**config.mk**
```make
export PLATFORM = sky130hd
export DESIGN_NAME = irq_ctrl
export DESIGN_NICKNAME = d
export VERILOG_FILES = /design/src/rtl/irq_ctrl.sv
export SDC_FILE = /design/constraint.sdc
export NUM_CORES = 1
export LEC_CHECK = 0
export ABC_AREA = 1
export CORE_UTILIZATION = 34
export DETAILED_ROUTE_END_ITERATION = 7
export GPL_TIMING_DRIVEN = 0
export PLACE_DENSITY = 0.82
export SYNTH_ARGS = -nofsm -noshare
export SYNTH_HDL_FRONTEND = slang
export SYNTH_SLANG_ARGS = --single-unit
```
**constraint.sdc**
```tcl
create_clock -name clk -period 2 [get_ports clk]
set_input_delay 0.5 -clock clk [delete_from_list [all_inputs] [get_ports clk]]
set_output_delay 0.5 -clock clk [all_outputs]
set_load 0.1 [all_outputs]
```
**src/rtl/irq_ctrl.sv**
```systemverilog
// Interrupt responder: edge-detects requests, arbitrates, saves the return PC and supplies the handler vector.
// Optional IRQ_PRIO_ROTATE_EN: round-robin priority pointer instead of fixed priority (bit 0 highest).
module irq_ctrl #(
  parameter logic [9:0] VEC_BASE   = 10'h3C0,
  parameter logic [9:0] VEC_STRIDE = 10'd4
) (
  input  logic       clk,
  input  logic       reset,
  input  logic [3:0] irq,
  input  logic       int_ack,
  input  logic       reti,
  input  logic [9:0] pc_in,
  input  logic       mask_we,
  input  logic [7:0] mask_d,
  output logic       int_req,
  output logic       in_service,
  output logic [1:0] irq_id,
  output logic [9:0] vector,
  output logic [9:0] pc_ret,
  output logic [3:0] pending,
  output logic [3:0] mask_q
);

  typedef enum logic [1:0] {IDLE, REQ, SERV} state_t;

  state_t     state_q, state_d;
  logic [3:0] irq_prev_q;
  logic [3:0] pending_q, pending_d, pending_clr;
  logic [3:0] mask_upd_d;
  logic [1:0] irq_id_q, irq_id_d;
  logic [9:0] vector_q, vector_d;
  logic [9:0] pc_ret_q, pc_ret_d;
  logic [3:0] active;
  logic       any_act;
  logic [1:0] winner, scan_base, idx;
  logic       found;

`ifdef IRQ_PRIO_ROTATE_EN
  logic [1:0] ptr_q, ptr_d;
  always_comb scan_base = ptr_q;
`else
  always_comb scan_base = 2'd0;
`endif

  assign active  = pending_q & mask_q;
  assign any_act = |active;

  // First enabled pending source scanning upward from scan_base with wrap.
  always_comb begin
    winner = '0;
    found  = 1'b0;
    idx    = '0;
    for (int unsigned i = 0; i < 4; i++) begin
      idx = scan_base + i[1:0];
      if (!found && active[idx]) begin
        winner = idx;
        found  = 1'b1;
      end
    end
  end

  always_comb begin
    state_d     = state_q;
    pending_clr = '0;
    irq_id_d    = irq_id_q;
    vector_d    = vector_q;
    pc_ret_d    = pc_ret_q;
`ifdef IRQ_PRIO_ROTATE_EN
    ptr_d       = ptr_q;
`endif
    case (state_q)
      IDLE: if (any_act) state_d = REQ;
      REQ: begin
        // An ack arriving as the mask withdraws the last source is not honoured.
        if (int_ack && any_act) begin
          irq_id_d            = winner;
          pc_ret_d            = pc_in;
          vector_d            = VEC_BASE + {8'd0, winner} * VEC_STRIDE;
          pending_clr[winner] = 1'b1;
          state_d             = SERV;
`ifdef IRQ_PRIO_ROTATE_EN
          ptr_d               = winner + 2'd1;
`endif
        end else if (!any_act) begin
          state_d = IDLE;
        end
      end
      SERV: if (reti) state_d = IDLE;
      default: state_d = IDLE;
    endcase
    pending_d  = (pending_q & ~pending_clr) | (irq & ~irq_prev_q);
    mask_upd_d = mask_we ? mask_d[3:0] : mask_q;
  end

  always_ff @(posedge clk) begin
    if (reset) begin
      state_q    <= IDLE;
      irq_prev_q <= '0;
      pending_q  <= '0;
      mask_q     <= '0;
      irq_id_q   <= '0;
      vector_q   <= '0;
      pc_ret_q   <= '0;
`ifdef IRQ_PRIO_ROTATE_EN
      ptr_q      <= '0;
`endif
    end else begin
      state_q    <= state_d;
      irq_prev_q <= irq;
      pending_q  <= pending_d;
      mask_q     <= mask_upd_d;
      irq_id_q   <= irq_id_d;
      vector_q   <= vector_d;
      pc_ret_q   <= pc_ret_d;
`ifdef IRQ_PRIO_ROTATE_EN
      ptr_q      <= ptr_d;
`endif
    end
  end

  assign int_req    = (state_q == REQ);
  assign in_service = (state_q == SERV);
  assign irq_id     = irq_id_q;
  assign vector     = vector_q;
  assign pc_ret     = pc_ret_q;
  assign pending    = pending_q;

endmodule

```
==> flow_summary.ini, run 1 <==
[routing]
ant_nets = 0
route.vias.total = 1023
via_per_inst = 4.21
drc = 0
firstDrtPassIters = 3
wl_per_cell_microns = 9.74
wl_microns = 2370
drtIter0Drc = 42

[synth]
synth_top_area_share_pct = 47.7
synth_cell_types = 21
synth_ff_type = dfxtp_1
syn_inst = 143
yosysWarningCount = 0
synth-seq-cells = 27
yosysTopAreaCell = dfxtp_1
synth_commonest_cells = 35 x nor2_1, 27 x dfxtp_1, 15 x o21ai_0
syn-cell-area_sq_um = 1130
async_flop_share_pct = 0
avgSynthCellArea_sq_um = 7.93
yosysSeqAreaShare_pct = 47.7
synth_area_leaders = dfxtp_1 48%, nor2_1 12%, o21ai_0 6.6%
yosysMostFrequentCell = nor2_1
synth_edf_count = 0

[global_route]
met1_usage_pct = 17.2
grt.total_usage_pct = 15.1
grt-ovfl-total = 0
grt.met2_usage_pct = 26.2
grtUsageMet3_pct = 4.11
grt_pass1_wl_microns = 4050
grt_pass1_vias = 947
busiest_layer = met2
grt_antenna_before_repair = 0
grt_max_degree = 15

[cells_and_area]
layout-drive-gt1-share_pct = 31.2
multiInputGateArea_sq_um = 442
nets = 227
final_area_sq_um = 1750
ff_latch_area_sq_um = 541
fill_cells = 318
area_growth_pct = 54.4
antennaDiodeCount = 0

[cts]
clkTransAtPathRegs_ns = 0.14
htree_levels = 1
clock_latency_ns = 0.33
clockBufferDepth = 2
cts_tree = yes
cts_inserted_buffers = 3
clockRootBuffer = clkbuf_4
cts-hold-fix-buffers = 0
clock_sinks = 27

[pwr]
vdd_drop_max_mv = 0.345
p_leak_uw = 0.000747
p_per_area_nw_per_um2 = 667
power_switching_uw = 430
p_int_uw = 738
p_clk_share_pct = 20.0
fin_total_pwr_uw = 1170
sw_frac_of_total_pct = 36.8
combPwrFrac_pct = 30.2
pwr-share-seq_pct = 49.8

[floorplanning]
fp.dieW_microns = 59.7
placementRows = 20
io_pins = 59
die_area_sq_um = 3570
start_util_pct = 36.5
die-height_microns = 59.7
fp.coreArea_sq_um = 3100

[timing]
rsz0062_at_grt = false
finalSetupTns_ns = 0
setup_violations = 0
slew_headroom_pct = 62.8
period_minus_slack_ns = 1.93
slew_violations = 0
worst_slack_ns = 0.0675
max_freq_mhz = 517
worst_pin_slew_ns = 0.561
skew_ns = 0.00525
fin_crit_sh_pct = 96.6
final_hold_viol_count = 0

[critical_path]
crit_fanout = 3
cp.required_ns = 1.50
cp-start-kind = flip-flop
critical_path_class = reg2out
worst_ep_arrival_time_ns = 1.43
critPathCaptureType = primary output

[place]
place_hpwl_microns = 1860
dp_slack_ns = -0.205
place_area_sq_um = 1700
gp_congestion = 0.721
portBuffers = 49

[min_path]
hp-class = reg2reg

[run]
max-cap-violations = 0

[status]
status = finished, final reports clean
==> power groups by stage <==
stage	Combinational [uW]	Sequential (uW)	Clock, uW
after detailed placement	360	594	0
final	352	581	234
after global routing	373	585	270
after CTS	354	582	247
after global placement	359	593	0
after floorplan	132	723	0
==> final timing paths <==
| check | slack, ns | from | cells past startpoint | to |
|---|---|---|---|---|
| worst max-delay path | 0.07 | state_q[1] | 3 | in_service |
| worst min-delay path | 0.43 | irq_prev_q[0] | 1 | pending[0] |
| worst max register to register | 0.82 | state_q[0] | 6 | pc_ret[8] |
| worst min register to register | 0.43 | irq_prev_q[0] | 1 | pending[0] |
==> metal layers <==
layer | wire length, microns | vias up
li1 | - | 547
met1 | 1080 | 438
met2 | 1070 | 33
met3 | 168 | 5
met4 | 45 | 0
met5 | 0 | -
==> state kept, by name, indices dropped and copies added (netlist names) <==
name and flops:
pc_ret 10, irq_prev_q 4, mask_q 4, pending 4, state_q 2, vector 2
irq_id 1
==> through the flow <==
| step | util [%] | hold WS (ns) | cells |
|---|---|---|---|
| final | 56.4 | 0.429 | 243 |
| after global routing | 56.4 | 0.421 | 243 |
| after CTS | 56.4 | 0.419 | 243 |
| after detailed placement | 54.6 | 0.413 | 239 |
| after global placement | 54.6 | 0.402 | 239 |
| after floorplan | - | 0.399 | 146 |
==> layout by cell type, fill, tap and decap left out <==
master	count
nor2_1	33
dfxtp_1	27
clkdlybuf4s15_2	27
clkdlybuf4s50_1	21
o21ai_0	15
inv_1	14
buf_4	9
nand2_1	8
nand2_2	7
nand3_1	5
nor2_2	4
a21oi_1	4
conb_1	4
inv_2	3
buf_2	3
clkbuf_4	3
buf_6	2
clkbuf_1	2
o211ai_1	2
a21oi_2	2
nor2_8	1
o21ai_4	1
o22ai_1	1
o32ai_1	1
==> cell type report <==
cell class                 instances  area share (%)
timing repair buffer              49            29.7
clock buffer                       4            1.50
tap                               44            3.15
sequential                        27            30.9
inverter                          17            3.65
buffer                            14            5.93
multi-input combinational         88            25.2
==> worst max-delay path, stage by stage, from the launching register on <==
cell and delay [ns]:
dfxtp_1 0.38, inv_2 0.06, nor2_2 0.09, clkdlybuf4s15_2 0.57
==> kinds of logic after synthesis <==
family                 synth area share [%]
buffers and inverters                  14.8
other                                 0.331
AOI/OAI and AO/OA                      14.0
and+or+nand+nor                        23.2
DFF                                    47.7
==> timing repair <==
item	CTS	global route
buffers inserted	0	0
endpoints found under the setup margin	28	0
resized for setup	86	0
Note: power is estimated with default switching activity, not from simulation.
==> run 2: changes to the inputs <==
--- a/config.mk
+++ b/config.mk
@@ -6,10 +6,10 @@
 export NUM_CORES = 1
 export LEC_CHECK = 0
 export ABC_AREA = 1
-export CORE_UTILIZATION = 34
+export CORE_UTILIZATION = 40
 export DETAILED_ROUTE_END_ITERATION = 7
 export GPL_TIMING_DRIVEN = 0
-export PLACE_DENSITY = 0.82
+export PLACE_DENSITY = 0.92
 export SYNTH_ARGS = -nofsm -noshare
 export SYNTH_HDL_FRONTEND = slang
 export SYNTH_SLANG_ARGS = --single-unit
==> run 2 against run 1 <==
Net effect: register-to-register slack got worse by 0.03 ns; power rose by 0.31%; via count barely moved; fmax barely moved; combinational power barely moved; first-iteration DRC count fell by 79%; core utilization rose by 11 points; setup slack improved by 0.0013 ns; critical path depth did not move; final area fell by 0.86%; critical endpoint unchanged; largest power group unchanged.
==> flow_summary.ini, run 2 (synthesized netlist as in run 1, its figures left out) <==
[status]
status = finished, final reports clean

[critical_path]
worst_ep_arrival_time_ns = 1.43
critical_path_class = reg2out
critPathCaptureType = primary output
crit_fanout = 3
rr_worst_depth = 7
cp-start-kind = flip-flop
critPathLaunch = state_q[1]
worstReg2RegEnd = pc_ret[9]
regToRegSetupSlack_ns = 0.79
cp.required_ns = 1.50
rr_startpoint = state_q[1]
setup.worst_path.end = in_service

[cts]
cts_setup_buffers = 0
clkTransAtPathRegs_ns = 0.15
clock_latency_ns = 0.33
clockRootBuffer = clkbuf_4
cts_tree = yes
clock_sinks = 27
cts_inserted_buffers = 3
htree_levels = 1
clockBufferDepth = 2

[floorplanning]
fp.coreArea_sq_um = 2570
die-height_microns = 55.2
fp.dieW_microns = 55.2
start_util_pct = 44.2
io_pins = 59
die_area_sq_um = 3050
placementRows = 18

[place]
place_hpwl_microns = 1870
gp_congestion = 0.775
dp_slack_ns = -0.186
portBuffers = 49

[routing]
firstDrtPassIters = 4
route.vias.total = 1022
ant_nets = 0
wl_microns = 2380
via_per_inst = 4.46
drtIter0Drc = 9
drc = 0
wl_per_cell_microns = 10.4

[cells_and_area]
nets = 227
area_growth_pct = 53.1
final_util_pct = 67.6
layout-drive-gt1-share_pct = 31.7
final_common_cell = nor2_1
fill_cells = 237
antennaDiodeCount = 0
mostFrequentLayoutCells = 33 x nor2_1, 27 x dfxtp_1, 26 x clkdlybuf4s15_2
largest_reg_flops = 10

[timing]
period_minus_slack_ns = 1.93
worst_pin_slew_ns = 0.551
final_hold_viol_count = 0
rsz0062_at_grt = false
worst_slack_ns = 0.0688
max_freq_mhz = 518
slew_headroom_pct = 63.5
fin_crit_sh_pct = 96.6
slew_violations = 0
setup_violations = 0
skew_ns = 0.0110

[min_path]
hp-class = in2reg
hold_path_startpoint = reset

[global_route]
grt.total_usage_pct = 16.3
grt-ovfl-total = 0
grt_max_degree = 17
grt_pass1_wl_microns = 4040
grt_antenna_before_repair = 0
grt_pass1_vias = 952

[run]
max-cap-violations = 0

[pwr]
vdd_drop_max_mv = 0.590
p_per_area_nw_per_um2 = 675
p_leak_uw = 0.000747
==> run 2: report_power, final <==
part | internal, uW | switching [uW] | total, uW
Sequential | 563 | 18.5 | 581
Combinational | 96.9 | 257 | 354
Clock | 76.5 | 160 | 236
Total | 736 | 435 | 1170
==> run 2: layout make-up <==
class	instances	area, sq um	area share, %
tap	30	37.5	2.16
buffer	14	104	5.98
multi-input combinational	88	442	25.5
clock buffer	3	22.5	1.30
sequential	27	541	31.1
inverter	17	63.8	3.68
timing repair buffer	49	518	29.8
clock inverter	1	7.51	0.433
==> run 2: layer usage <==
| metal | share of wire (%) | vias up | global-route usage [%] |
|---|---|---|---|
| li1 | - | 543 | - |
| met4 | 0.34 | 0 | 2.14 |
| met5 | 0 | - | 0 |
| met2 | 49 | 44 | 30.8 |
| met3 | 5.7 | 2 | 4.68 |
| met1 | 44 | 433 | 18.3 |
==> run 2: through the flow <==
step	TNS, ns	std cells	area [sq um]	hold slack (ns)	total power, uW
2_1_floorplan	0	146	1150	0.399	855
3_3_place_gp	-0.869	225	1680	0.401	951
3_5_place_dp	-0.936	225	1680	0.433	954
4_1_cts	0	229	1740	0.415	1190
5_1_grt	0	229	1740	0.411	1230
6_report	0	229	1740	0.424	1170
==> run 2: worst min-delay path by stage <==
stage                     cells after the start  slack, ns          to
final                                         2       0.42   irq_id[0]
after detailed placement                      1       0.43  pending[3]
after floorplan                               1       0.40  pending[0]
after global placement                        1       0.40  pending[0]
after CTS                                     2       0.41   irq_id[0]
after global routing                          2       0.41   irq_id[0]
==> run 2: worst max-delay path: stages, from the launching register on <==
cell	delay (ns)
dfxtp_1	0.39
inv_2	0.06
nor2_2	0.10
clkdlybuf4s18_2	0.55
==> run 2: repair_timing <==
item,in CTS,in global routing
hold buffers,0,0
endpoints found under the setup margin,28,2
gates resized for setup,85,2
==> run 3: changes to the inputs <==
--- a/config.mk
+++ b/config.mk
@@ -6,10 +6,10 @@
 export NUM_CORES = 1
 export LEC_CHECK = 0
 export ABC_AREA = 1
-export CORE_UTILIZATION = 40
+export CORE_UTILIZATION = 25
 export DETAILED_ROUTE_END_ITERATION = 7
 export GPL_TIMING_DRIVEN = 0
-export PLACE_DENSITY = 0.92
+export PLACE_DENSITY = 0.62
 export SYNTH_ARGS = -nofsm -noshare
 export SYNTH_HDL_FRONTEND = slang
 export SYNTH_SLANG_ARGS = --single-unit
==> constraint.sdc (replaced) <==
create_clock -name clk -period 1.8 [get_ports clk]
set_input_delay 0.45 -clock clk [delete_from_list [all_inputs] [get_ports clk]]
set_output_delay 0.45 -clock clk [all_outputs]
set_load 0.1 [all_outputs]
==> run 3 against run 2 <==
Net effect: routed wire length up 6.6%; cell count up 9.6%; power rose by 18%; core utilization decreased by 27 points; register-to-register slack worse by 0.17 ns; largest cell class unchanged.
==> flow_summary.ini, run 3 (synthesized netlist as in run 1, its figures left out) <==
[cells_and_area]
area_growth_pct = 57.2
layout-drive-gt1-share_pct = 33.7
antennaDiodeCount = 0
final_common_cell = nor2_1
mostFrequentLayoutCells = 33 x nor2_1, 26 x clkdlybuf4s15_2, 22 x dfxtp_1
largest_reg_flops = 10
final_area_sq_um = 1780
nets = 227

[timing]
final_hold_viol_count = 0
rsz0062_at_grt = false
slew_headroom_pct = 63.1
slew_violations = 0
fin_crit_sh_pct = 96.8
period_minus_slack_ns = 1.74
skew_ns = 0.00495
max_freq_mhz = 574
worst_pin_slew_ns = 0.555
setup_violations = 0

[global_route]
grt_pass1_wl_microns = 4360
grt-ovfl-total = 0
grt_antenna_before_repair = 0
grt_max_degree = 15
grt_pass1_vias = 954
grt.total_usage_pct = 11.3

[routing]
wl_microns = 2530
ant_nets = 0
wl_per_cell_microns = 10.1
firstDrtPassIters = 4
route.vias.total = 1024
via_per_inst = 4.08
drtIter0Drc = 31
drc = 0

[floorplanning]
fp.coreArea_sq_um = 4350
fp.dieW_microns = 69.3
io_pins = 59
placementRows = 24
die-height_microns = 69.3
die_area_sq_um = 4810
start_util_pct = 26.0

[critical_path]
critPathCaptureType = primary output
worst_ep_arrival_time_ns = 1.29
crit_fanout = 5
critical_path_class = reg2out
regToRegSetupSlack_ns = 0.62
cp-start-kind = flip-flop
path_cells = buf_4 > clkdlybuf4s15_2
cp.required_ns = 1.35
crit_path_top_delay_cell = clkdlybuf4s15_2
cpPeakStageDelay_ns = 0.54

[cts]
clockRootBuffer = clkbuf_8
cts_inserted_buffers = 3
cts-hold-fix-buffers = 0
cts_tree = yes
clock_sinks = 27
htree_levels = 1
clockBufferDepth = 2
clkTransAtPathRegs_ns = 0.09
clock_latency_ns = 0.27

[pwr]
vdd_drop_max_mv = 0.575
power_switching_uw = 491
fin_total_pwr_uw = 1380
p_clk_share_pct = 24.8
p_int_uw = 892
p_per_area_nw_per_um2 = 776
pwr-share-seq_pct = 46.7
sw_frac_of_total_pct = 35.5
combPwrFrac_pct = 28.5
p_leak_uw = 0.000759

[place]
portBuffers = 49
place_hpwl_microns = 1940
place_area_sq_um = 1710
gp_congestion = 0.692

[status]
status = finished, final reports clean

[run]
max-cap-violations = 0

[min_path]
hp-class = reg2reg
[run 3: routing by layer]
metal | share of wire (%) | wire length, microns | up-vias | GRT usage (%)
li1 | - | - | 543 | -
met1 | 47 | 1180 | 444 | 13.4
met2 | 45 | 1150 | 35 | 19.0
met3 | 7.6 | 193 | 2 | 4.94
met4 | 0.55 | 14 | 0 | 2.04
met5 | 0 | 0 | - | 0
[run 3: worst max-delay path, delay by kind of cell (launching register included)]
family | cells | cell delay (ns)
buffers and inverters | 2 | 0.65
flip-flops | 1 | 0.37
[run 3: area by class of cell]
cell class                 count  area [sq um]
buffer                        14           104
clock buffer                   4          45.0
fill                         458          2570
inverter                      17          63.8
multi-input combinational     88           442
sequential                    27           547
tap                           52          65.1
timing repair buffer          49           515
[run 3: final timing paths]
kind,from,endpoint,depth (start not counted)
hold reg to reg,irq_prev_q[0],pending[0],1
setup reg to reg,state_q[1],pc_ret[9],7
hold / removal,irq_prev_q[0],pending[0],1
setup / recovery,vector[8],vector[8],2
[run 3: what timing repair did]
action	4_1_cts	5_1_grt
resized for setup	88	1
setup endpoints to repair	28	1
buffers inserted	0	0
[run 3: power groups by stage]
stage | Combinational, uW | Clock (uW) | Sequential [uW]
floorplan | 147 | 0 | 804
global placement | 401 | 0 | 661
detailed placement | 402 | 0 | 661
CTS | 396 | 359 | 647
global route | 413 | 391 | 651
finish | 394 | 343 | 646
[run 3: through the flow]
stage / TNS, ns / worst slack, ns / hold slack, ns / instances / util (%)
2_1_floorplan: 0 / 0.0453 / 0.399 / 146 / -
3_3_place_gp: -4.07 / -0.362 / 0.401 / 247 / 39.3
3_5_place_dp: -4.16 / -0.364 / 0.413 / 247 / 39.3
4_1_cts: 0 / 0.0336 / 0.426 / 251 / 40.9
5_1_grt: 0 / 0.00375 / 0.444 / 251 / 40.9
6_report: 0 / 0.0582 / 0.427 / 251 / 40.9
